**src/rtl/pipe_stage_skid_reg_if.sv**
```systemverilog
// Valid/ready handshake bundle for one elastic pipeline stage boundary.
// The stage takes the slave view; the producer/consumer side takes master.
interface pipe_stage_skid_reg_if #(
   parameter int unsigned CTRL_W = 10,
   parameter int unsigned DATA_W = 140
);
   logic              in_valid;
   logic              in_ready;
   logic [CTRL_W-1:0] in_ctrl;
   logic [DATA_W-1:0] in_data;
   logic              out_valid;
   logic              out_ready;
   logic [CTRL_W-1:0] out_ctrl;
   logic [DATA_W-1:0] out_data;

   modport master (
      output in_valid, in_ctrl, in_data, out_ready,
      input  in_ready, out_valid, out_ctrl, out_data
   );

   modport slave (
      input  in_valid, in_ctrl, in_data, out_ready,
      output in_ready, out_valid, out_ctrl, out_data
   );
endinterface

```
**src/rtl/pipe_stage_skid_reg.sv**
```systemverilog
// Elastic pipeline register with a 2-entry skid buffer so in_ready is driven
// from registered state only; flush drops all entries and presents a bubble.
module pipe_stage_skid_reg #(
   parameter int unsigned CTRL_W = 10,
   parameter int unsigned DATA_W = 140,
   parameter int unsigned CNT_W  = 16
) (
   input  logic                 clk,
   input  logic                 rst,
   input  logic                 flush,
   pipe_stage_skid_reg_if.slave bus,
   output logic [1:0]           occupancy,
   output logic [CNT_W-1:0]     stall_cnt
);

   typedef enum logic [1:0] {
      EMPTY = 2'd0,
      FULL  = 2'd1,
      SKID  = 2'd2
   } state_e;

   state_e            state_q, state_d;
   logic [CTRL_W-1:0] main_ctrl_q, main_ctrl_d;
   logic [DATA_W-1:0] main_data_q, main_data_d;
   logic [CTRL_W-1:0] skid_ctrl_q, skid_ctrl_d;
   logic [DATA_W-1:0] skid_data_q, skid_data_d;
   logic [CNT_W-1:0]  stall_q, stall_d;
   logic              out_valid;
   logic              acc;
   logic              pop;

   assign out_valid     = (state_q != EMPTY);
   assign bus.in_ready  = (state_q != SKID);
   assign bus.out_valid = out_valid;
   assign bus.out_ctrl  = out_valid ? main_ctrl_q : '0;
   assign bus.out_data  = main_data_q;
   assign occupancy     = state_q;
   assign stall_cnt     = stall_q;

   assign acc = bus.in_valid & bus.in_ready;
   assign pop = out_valid & bus.out_ready;

   always_comb begin
      state_d     = state_q;
      main_ctrl_d = main_ctrl_q;
      main_data_d = main_data_q;
      skid_ctrl_d = skid_ctrl_q;
      skid_data_d = skid_data_q;
      stall_d     = stall_q;

      if (out_valid && !bus.out_ready && (stall_q != '1))
         stall_d = stall_q + CNT_W'(1);

      // out_data is held across a flush; the bubble comes from the ctrl mask
      if (flush) begin
         state_d     = EMPTY;
         skid_ctrl_d = '0;
         skid_data_d = '0;
      end else begin
         unique case (state_q)
            EMPTY: begin
               if (acc) begin
                  main_ctrl_d = bus.in_ctrl;
                  main_data_d = bus.in_data;
                  state_d     = FULL;
               end
            end
            FULL: begin
               if (acc && pop) begin
                  main_ctrl_d = bus.in_ctrl;
                  main_data_d = bus.in_data;
               end else if (acc) begin
                  skid_ctrl_d = bus.in_ctrl;
                  skid_data_d = bus.in_data;
                  state_d     = SKID;
               end else if (pop) begin
                  state_d = EMPTY;
               end
            end
            SKID: begin
               if (pop) begin
                  main_ctrl_d = skid_ctrl_q;
                  main_data_d = skid_data_q;
                  state_d     = FULL;
               end
            end
            default: state_d = EMPTY;
         endcase
      end
   end

   always_ff @(posedge clk) begin
      if (rst) begin
         state_q     <= EMPTY;
         main_ctrl_q <= '0;
         main_data_q <= '0;
         skid_ctrl_q <= '0;
         skid_data_q <= '0;
         stall_q     <= '0;
      end else begin
         state_q     <= state_d;
         main_ctrl_q <= main_ctrl_d;
         main_data_q <= main_data_d;
         skid_ctrl_q <= skid_ctrl_d;
         skid_data_q <= skid_data_d;
         stall_q     <= stall_d;
      end
   end

endmodule

```
**src/flat_wrapper.sv**
```systemverilog
// flat-port wrapper written by rule: the top's interface ports become plain ports
module pipe_stage_skid_reg_flat 
#(
   parameter int unsigned CTRL_W = 10,
   parameter int unsigned DATA_W = 140,
   parameter int unsigned CNT_W  = 16
)
  (clk, rst, flush, occupancy, stall_cnt, bus_in_valid, bus_in_ctrl, bus_in_data, bus_out_ready, bus_in_ready, bus_out_valid, bus_out_ctrl, bus_out_data);
  pipe_stage_skid_reg_if #(.CTRL_W(CTRL_W), .DATA_W(DATA_W)) bus_i ();
  input  logic clk;
  input  logic rst;
  input  logic flush;
  output logic [1:0] occupancy;
  output logic [CNT_W-1:0] stall_cnt;
  input wire logic [$bits(bus_i.in_valid)-1:0] bus_in_valid;
  input wire logic [$bits(bus_i.in_ctrl)-1:0] bus_in_ctrl;
  input wire logic [$bits(bus_i.in_data)-1:0] bus_in_data;
  input wire logic [$bits(bus_i.out_ready)-1:0] bus_out_ready;
  output wire logic [$bits(bus_i.in_ready)-1:0] bus_in_ready;
  output wire logic [$bits(bus_i.out_valid)-1:0] bus_out_valid;
  output wire logic [$bits(bus_i.out_ctrl)-1:0] bus_out_ctrl;
  output wire logic [$bits(bus_i.out_data)-1:0] bus_out_data;
  assign bus_i.in_valid = bus_in_valid;
  assign bus_i.in_ctrl = bus_in_ctrl;
  assign bus_i.in_data = bus_in_data;
  assign bus_i.out_ready = bus_out_ready;
  assign bus_in_ready = bus_i.in_ready;
  assign bus_out_valid = bus_i.out_valid;
  assign bus_out_ctrl = bus_i.out_ctrl;
  assign bus_out_data = bus_i.out_data;
  pipe_stage_skid_reg #(.CTRL_W(CTRL_W), .DATA_W(DATA_W), .CNT_W(CNT_W)) u_core (.clk(clk), .rst(rst), .flush(flush), .bus(bus_i), .occupancy(occupancy), .stall_cnt(stall_cnt));
endmodule
```
**config.mk**
```make
export PLATFORM = sky130hd
export DESIGN_NAME = pipe_stage_skid_reg_flat
export DESIGN_NICKNAME = d
export VERILOG_FILES = /design/src/rtl/pipe_stage_skid_reg_if.sv /design/src/rtl/pipe_stage_skid_reg.sv /design/src/flat_wrapper.sv
export SDC_FILE = /design/constraint.sdc
export NUM_CORES = 1
export LEC_CHECK = 0
export CORE_UTILIZATION = 53
export DETAILED_ROUTE_END_ITERATION = 12
export HOLD_SLACK_MARGIN = 0.08
export MAX_ROUTING_LAYER = met4
export PLACE_DENSITY = 0.89
export SYNTH_ARGS = -nofsm -noshare
export SYNTH_HDL_FRONTEND = slang
export SYNTH_SLANG_ARGS = --single-unit
```
**constraint.sdc**
```tcl
create_clock -name clk -period 5.2 [get_ports clk]
set_input_delay 1.04 -clock clk [delete_from_list [all_inputs] [get_ports clk]]
set_output_delay 1.04 -clock clk [all_outputs]
set_load 0.01 [all_outputs]
```
== Word level (Yosys, flattened, before mapping) ==
Cells that the tools add are included.
W data, S select, Z words.
Word-level totals
  flip-flop bits (word level): 318
  bits of input ports: 155
  output and inout port bits: 170
  word-level logic and storage cells: 46
Cells by class
  add/subtract/negate cells: 1
  eq/ne operators: 9
  muxes and demuxes: 15
  bitwise gates (word level): 4
  reduce and logical (&&, ||, !) cells: 11
Operators by type and width (count)
  $mux W140: 3
  $pmux W140 S3: 1
  $mux W10: 4
  $pmux W10 S3: 1
  $add A16 B1 Y16 const B: 1
  $ne A16 B16 Y1 const B: 1
  $mux W2: 5
  $ne A2 B1 Y1 const B: 3
  $pmux W2 S3: 1
  $reduce_and A5 Y1: 1
  $ne A2 B2 Y1 const B: 2
  $reduce_and A4 Y1: 1
  $logic_and A1 B1 Y1: 3
  $ne A3 B1 Y1 const B: 1
  $reduce_and A3 Y1: 1
  $reduce_bool A3 Y1: 1
  $and A1 B1 Y1: 2
  $eq A2 B1 Y1 const B: 1
  $eq A2 B2 Y1 const B: 1
  $logic_not A2 Y1: 1
  $not A1 Y1: 2
  $reduce_bool A2 Y1: 1
  $reduce_or A2 Y1: 1
  $logic_not A1 Y1: 1

== Longest topological paths before layout ==
  word-level depth: 6
  depth in mapped cells: 8
  gate-level depth less buffers: 5

== Worst setup path after synthesis ==
OpenSTA, ideal clock, no wires.
  path kind: input to register
  from: input port bus_out_ready
  to: register u_core.stall_q[15] (netlist: u_core.stall_cnt[15])
  library setup time: 70 ps
  data arrival time: 2360 ps
  required time: 5130 ps
  setup slack: 2770 ps
  cell stages on the path: 4
  buffers on the path: 0
  path through: o21bai_2 -> or4_4 -> or4_1 -> a21oi_1
Between the ends
  longest elaborated chain between the ends: 3
RTL lines
  start, declared: RTL line flat_wrapper.sv:18  | input wire logic [$bits(bus_i.out_ready)-1:0] bus_out_ready;
  $logic_not A1 Y1: RTL line pipe_stage_skid_reg.sv:51  | if (out_valid && !bus.out_ready && (stall_q != '1))
  $logic_and A1 B1 Y1 (2 in a row): RTL line pipe_stage_skid_reg.sv:51
  end signal, assigned: RTL line pipe_stage_skid_reg.sv:106  | stall_q <= stall_d;
  end, declared: RTL line pipe_stage_skid_reg.sv:27  | logic [CNT_W-1:0] stall_q, stall_d;
No other way between the ends.
A chain may end at the register's enable or synchronous reset.

== Worst setup path after layout ==
  from: register u_core.state_q[0] (netlist: u_core.occupancy[0])
  to: output port bus_in_ready
Between the ends
  longest elaborated chain between the ends: 1
RTL lines
  start, declared: RTL line pipe_stage_skid_reg.sv:22  | state_e state_q, state_d;
  start signal, assigned: RTL line pipe_stage_skid_reg.sv:101  | state_q <= state_d;
  $ne A2 B2 Y1: RTL line pipe_stage_skid_reg.sv:33  | assign bus.in_ready = (state_q != SKID);
  end, declared: RTL line flat_wrapper.sv:19  | output wire logic [$bits(bus_i.in_ready)-1:0] bus_in_ready;
No other way between the ends.

==> summary.md <==
| Metric | Value |
|---|---|
| Post-CTS Setup Bufs | 0 |
| Crit Path Category | register to primary output |
| Main synth FF type | dfxtp_1 |
| Sequential power share | 44.9% |
| CTS Root Cell | clkbuf_16 |
| Maxcap violations | 0 |
| Iter 0 DRT Violations | 1,162 |
| Power Dens Cells | 327 nW/um^2 |
| Final Max Tran Viols | 0 |
| Initial Utilization | 53.9% |
| Die height | 159 um |
| H-tree levels | 2 |
| EDFF count, synth | 0 |
| Hold Worst Slack | 452 ps |
| Vias | 12.3k |
| Total core area | 24,300 um^2 |
| CP Data Required Time | 4160 ps |
| Critical path endpoint category | primary output |
| Combinational share of power | 12.3% |
| Status | finished clean |
| CTS tree | yes |
| Ports | 325 |
| Die width | 159 um |
| Most frequent cell after synthesis | dfxtp_1 |
| Hold Crit Depth | 2 |
| Drt first pass iters | 5 |
| Setup_tns | 0 ps |
| Worst r2r dst | u_core.bus.out_data[74]$_SDFFE_PP0P_ |
| Crit path DAT | 2290 ps |
| Largest cells by area after synthesis | dfxtp_1 49%, a21oi_1 12%, mux2i_1 12%, a311oi_1 10%, nand2_1 8.8% |
| Worst skew pair latency | 500 ps |
| Avg WL per Cell | 18.5 um |
| Port bufs | 324 |
| Vias per inst | 5.97 |
| Cell count after synthesis | 1,479 |
| VDD IR max | 0.235 mV |
| Rel. slew slack | 31.4% |
| Area grow syn2layout | 33.9% |
| Cts hold-fix bufs | 0 |
| Post_cts resized | 0 |
| CP max FO | 35 |
| Number of fill cells in the layout | 1,718 |
| Register bit total from synthesis | 318 |
| Clk_skew | 7.51 ps |
| Hold path start | u_core.skid_ctrl_q[9]$_SDFFE_PP0P_ |
| Sequential element share of the synthesized area | 48.5% |
| Syn nets | 1,635 |
| Detailed placement HPWL | 22,800 um |
| Endpoint of the worst hold-timing path | u_core.skid_ctrl_q[9]$_SDFFE_PP0P_ |
| Total GRT Usage | 29.6% |
| Syn Std Cell Area | 13,100 um^2 |
| R2r setup slk | 2560 ps |
| FF-to-FF Start | u_core.occupancy[0]$_SDFFE_PP0P_ |
| Area share of the largest cell type after synthesis | 48.5% |
| First-pass GRT wire length | 60,500 um |
| Clock power share | 42.8% |
| Dpl cells | 1,989 |
| Final ANT Viol Nets | 0 |
| Post-synth top cells | 318 x dfxtp_1, 310 x a21oi_1, 306 x nand2_1 |
| Worst-path clk slew | 60 ps |
| CTS sink cnt | 318 |
| Antenna violations before repair | 3 |
| Crit share post-route | 64.1% |
| Max Clk Rate | 0.300 GHz |
| Rows | 57 |
| Vias in the first global route | 11.7k |
| R2R depth | 4 |
| Register area | 6370 um^2 |
| Total CTS buffers | 35 |
| Worst-Margin Slew | 1030 ps |
| Layout cells sized above 1 | 5.04% |
| Hold Crit Class | register to register |
| Sw Ratio | 24.2% |
| RSZ-0062 raised after global routing | no |
| Setup crit start kind | register |
| Net Switching | 1390 uW |
| Leakage power | 0.00674 uW |
| Synthesis Warnings | 0 |
| Internal | 4360 uW |
| Synth Area per Inst | 8.87 um^2 |
| Full die area | 25,400 um^2 |
| GRT overflow | 0 |
| Clk buf depth | 3 |
| Final WL | 37,900 um |
| Largest net degree at the start of global routing | 143 |
| Final min period | 3330 ps |
| Residual DRC | 0 |
| Setup violators final | 0 |
| Placer Congestion | 0.851 |
| Netlist cell types | 40 |
| Synth area leader | dfxtp_1 |
| Multi-input logic area | 6140 um^2 |
| Final Hold Viols | 0 |
| NumNets Final | 1,858 |
| Async SR Flop Fraction | 0% |
| Final std cells w/o fill | 2,053 |
## cell type report
type | instances | area share [%]
well taps | 324 | 2.31
inverters | 7 | 0.192
clock inverters | 15 | 0.819
clock buffers | 46 | 5.75
flip-flops and latches | 318 | 36.2
diodes | 3 | 0.0427
multi-input cells | 1001 | 35.0
repair buffers | 339 | 19.7
## through the flow
step | power [uW] | setup WS (ps) | instance area (um^2) | utilization (%)
finish | 5750 | 1870 | 17600 | 72.2
detailed placement | 3330 | 1750 | 16400 | 67.4
global route | 5950 | 1750 | 17600 | 72.2
global placement | 3310 | 1840 | 16400 | 67.4
CTS | 5780 | 1840 | 17600 | 72.2
floorplan | 2950 | 2770 | 13100 | -
## worst max-delay path by stage
stage                                                start                              endpoint  slack, ps  cells after the start
after floorplan                              bus_out_ready     u_core.stall_cnt[15]$_SDFFE_PP0P_       2770                      4
after global placement                        bus_in_valid  u_core.skid_data_q[116]$_SDFFE_PP0P_       1840                      6
after detailed placement                      bus_in_valid  u_core.skid_data_q[136]$_SDFFE_PP0P_       1750                      6
after CTS                 u_core.occupancy[0]$_SDFFE_PP0P_                          bus_in_ready       1840                      2
after global routing      u_core.occupancy[0]$_SDFFE_PP0P_                          bus_in_ready       1750                      2
final                     u_core.occupancy[0]$_SDFFE_PP0P_                          bus_in_ready       1870                      2
## routing by layer
layer,vias to the layer above,part of all wire [%],global-route usage [%]
met2,508,48,47.1
met4,0,5.8,16.1
met3,142,6.4,5.11
met1,5800,40,35.8
li1,5815,-,-
met5,-,0,-
## worst max-delay path, cell delays in order (launching register included)
cell             delay (ps)
dfxtp_1                 490
nand2b_4                620
clkdlybuf4s50_1         690
## power by group through the flow
stage / logic, uW / clock network, uW / registers, uW
floorplan: 287 / 0 / 2660
global placement: 678 / 0 / 2630
detailed placement: 696 / 0 / 2630
CTS: 703 / 2490 / 2580
global route: 754 / 2610 / 2590
finish: 706 / 2460 / 2580
## sequential cells by signal, summed over array words and instances, names as in the netlist
register and flops:
u_core.bus.out_data 140, u_core.skid_data_q 140, u_core.stall_cnt 16, u_core.main_ctrl_q 10, u_core.skid_ctrl_q 10, u_core.occupancy 2
## placed cells by master (no fill, tap or decap), drive strengths merged, types with 2 or more instances in the layout
cell	instances
a211oi	3
a21oi	310
a311oi	150
and3	2
buf	16
bufinv	2
clkbuf	46
clkdlybuf4s50	323
clkinv	8
clkinvlp	3
dfxtp	318
diode	3
inv	9
mux2i	152
nand2	306
nand2b	4
nand3	3
nand4	6
nor2	7
nor2b	12
nor3	3
nor4	2
o21ai	7
o31ai	5
or2	2
or3	4
or4	9
xor2	2
## logic make-up after synthesis
family / after synthesis / synth area share [%]
xor+xnor: 2 / 0.134
mux: 152 / 11.6
buf+inv: 160 / 4.87
compound gates: 481 / 23.0
simple gates: 365 / 11.7
fa+ha+maj: 1 / 0.0954
flops: 318 / 48.5
Note: power is estimated with default switching activity, not from simulation.
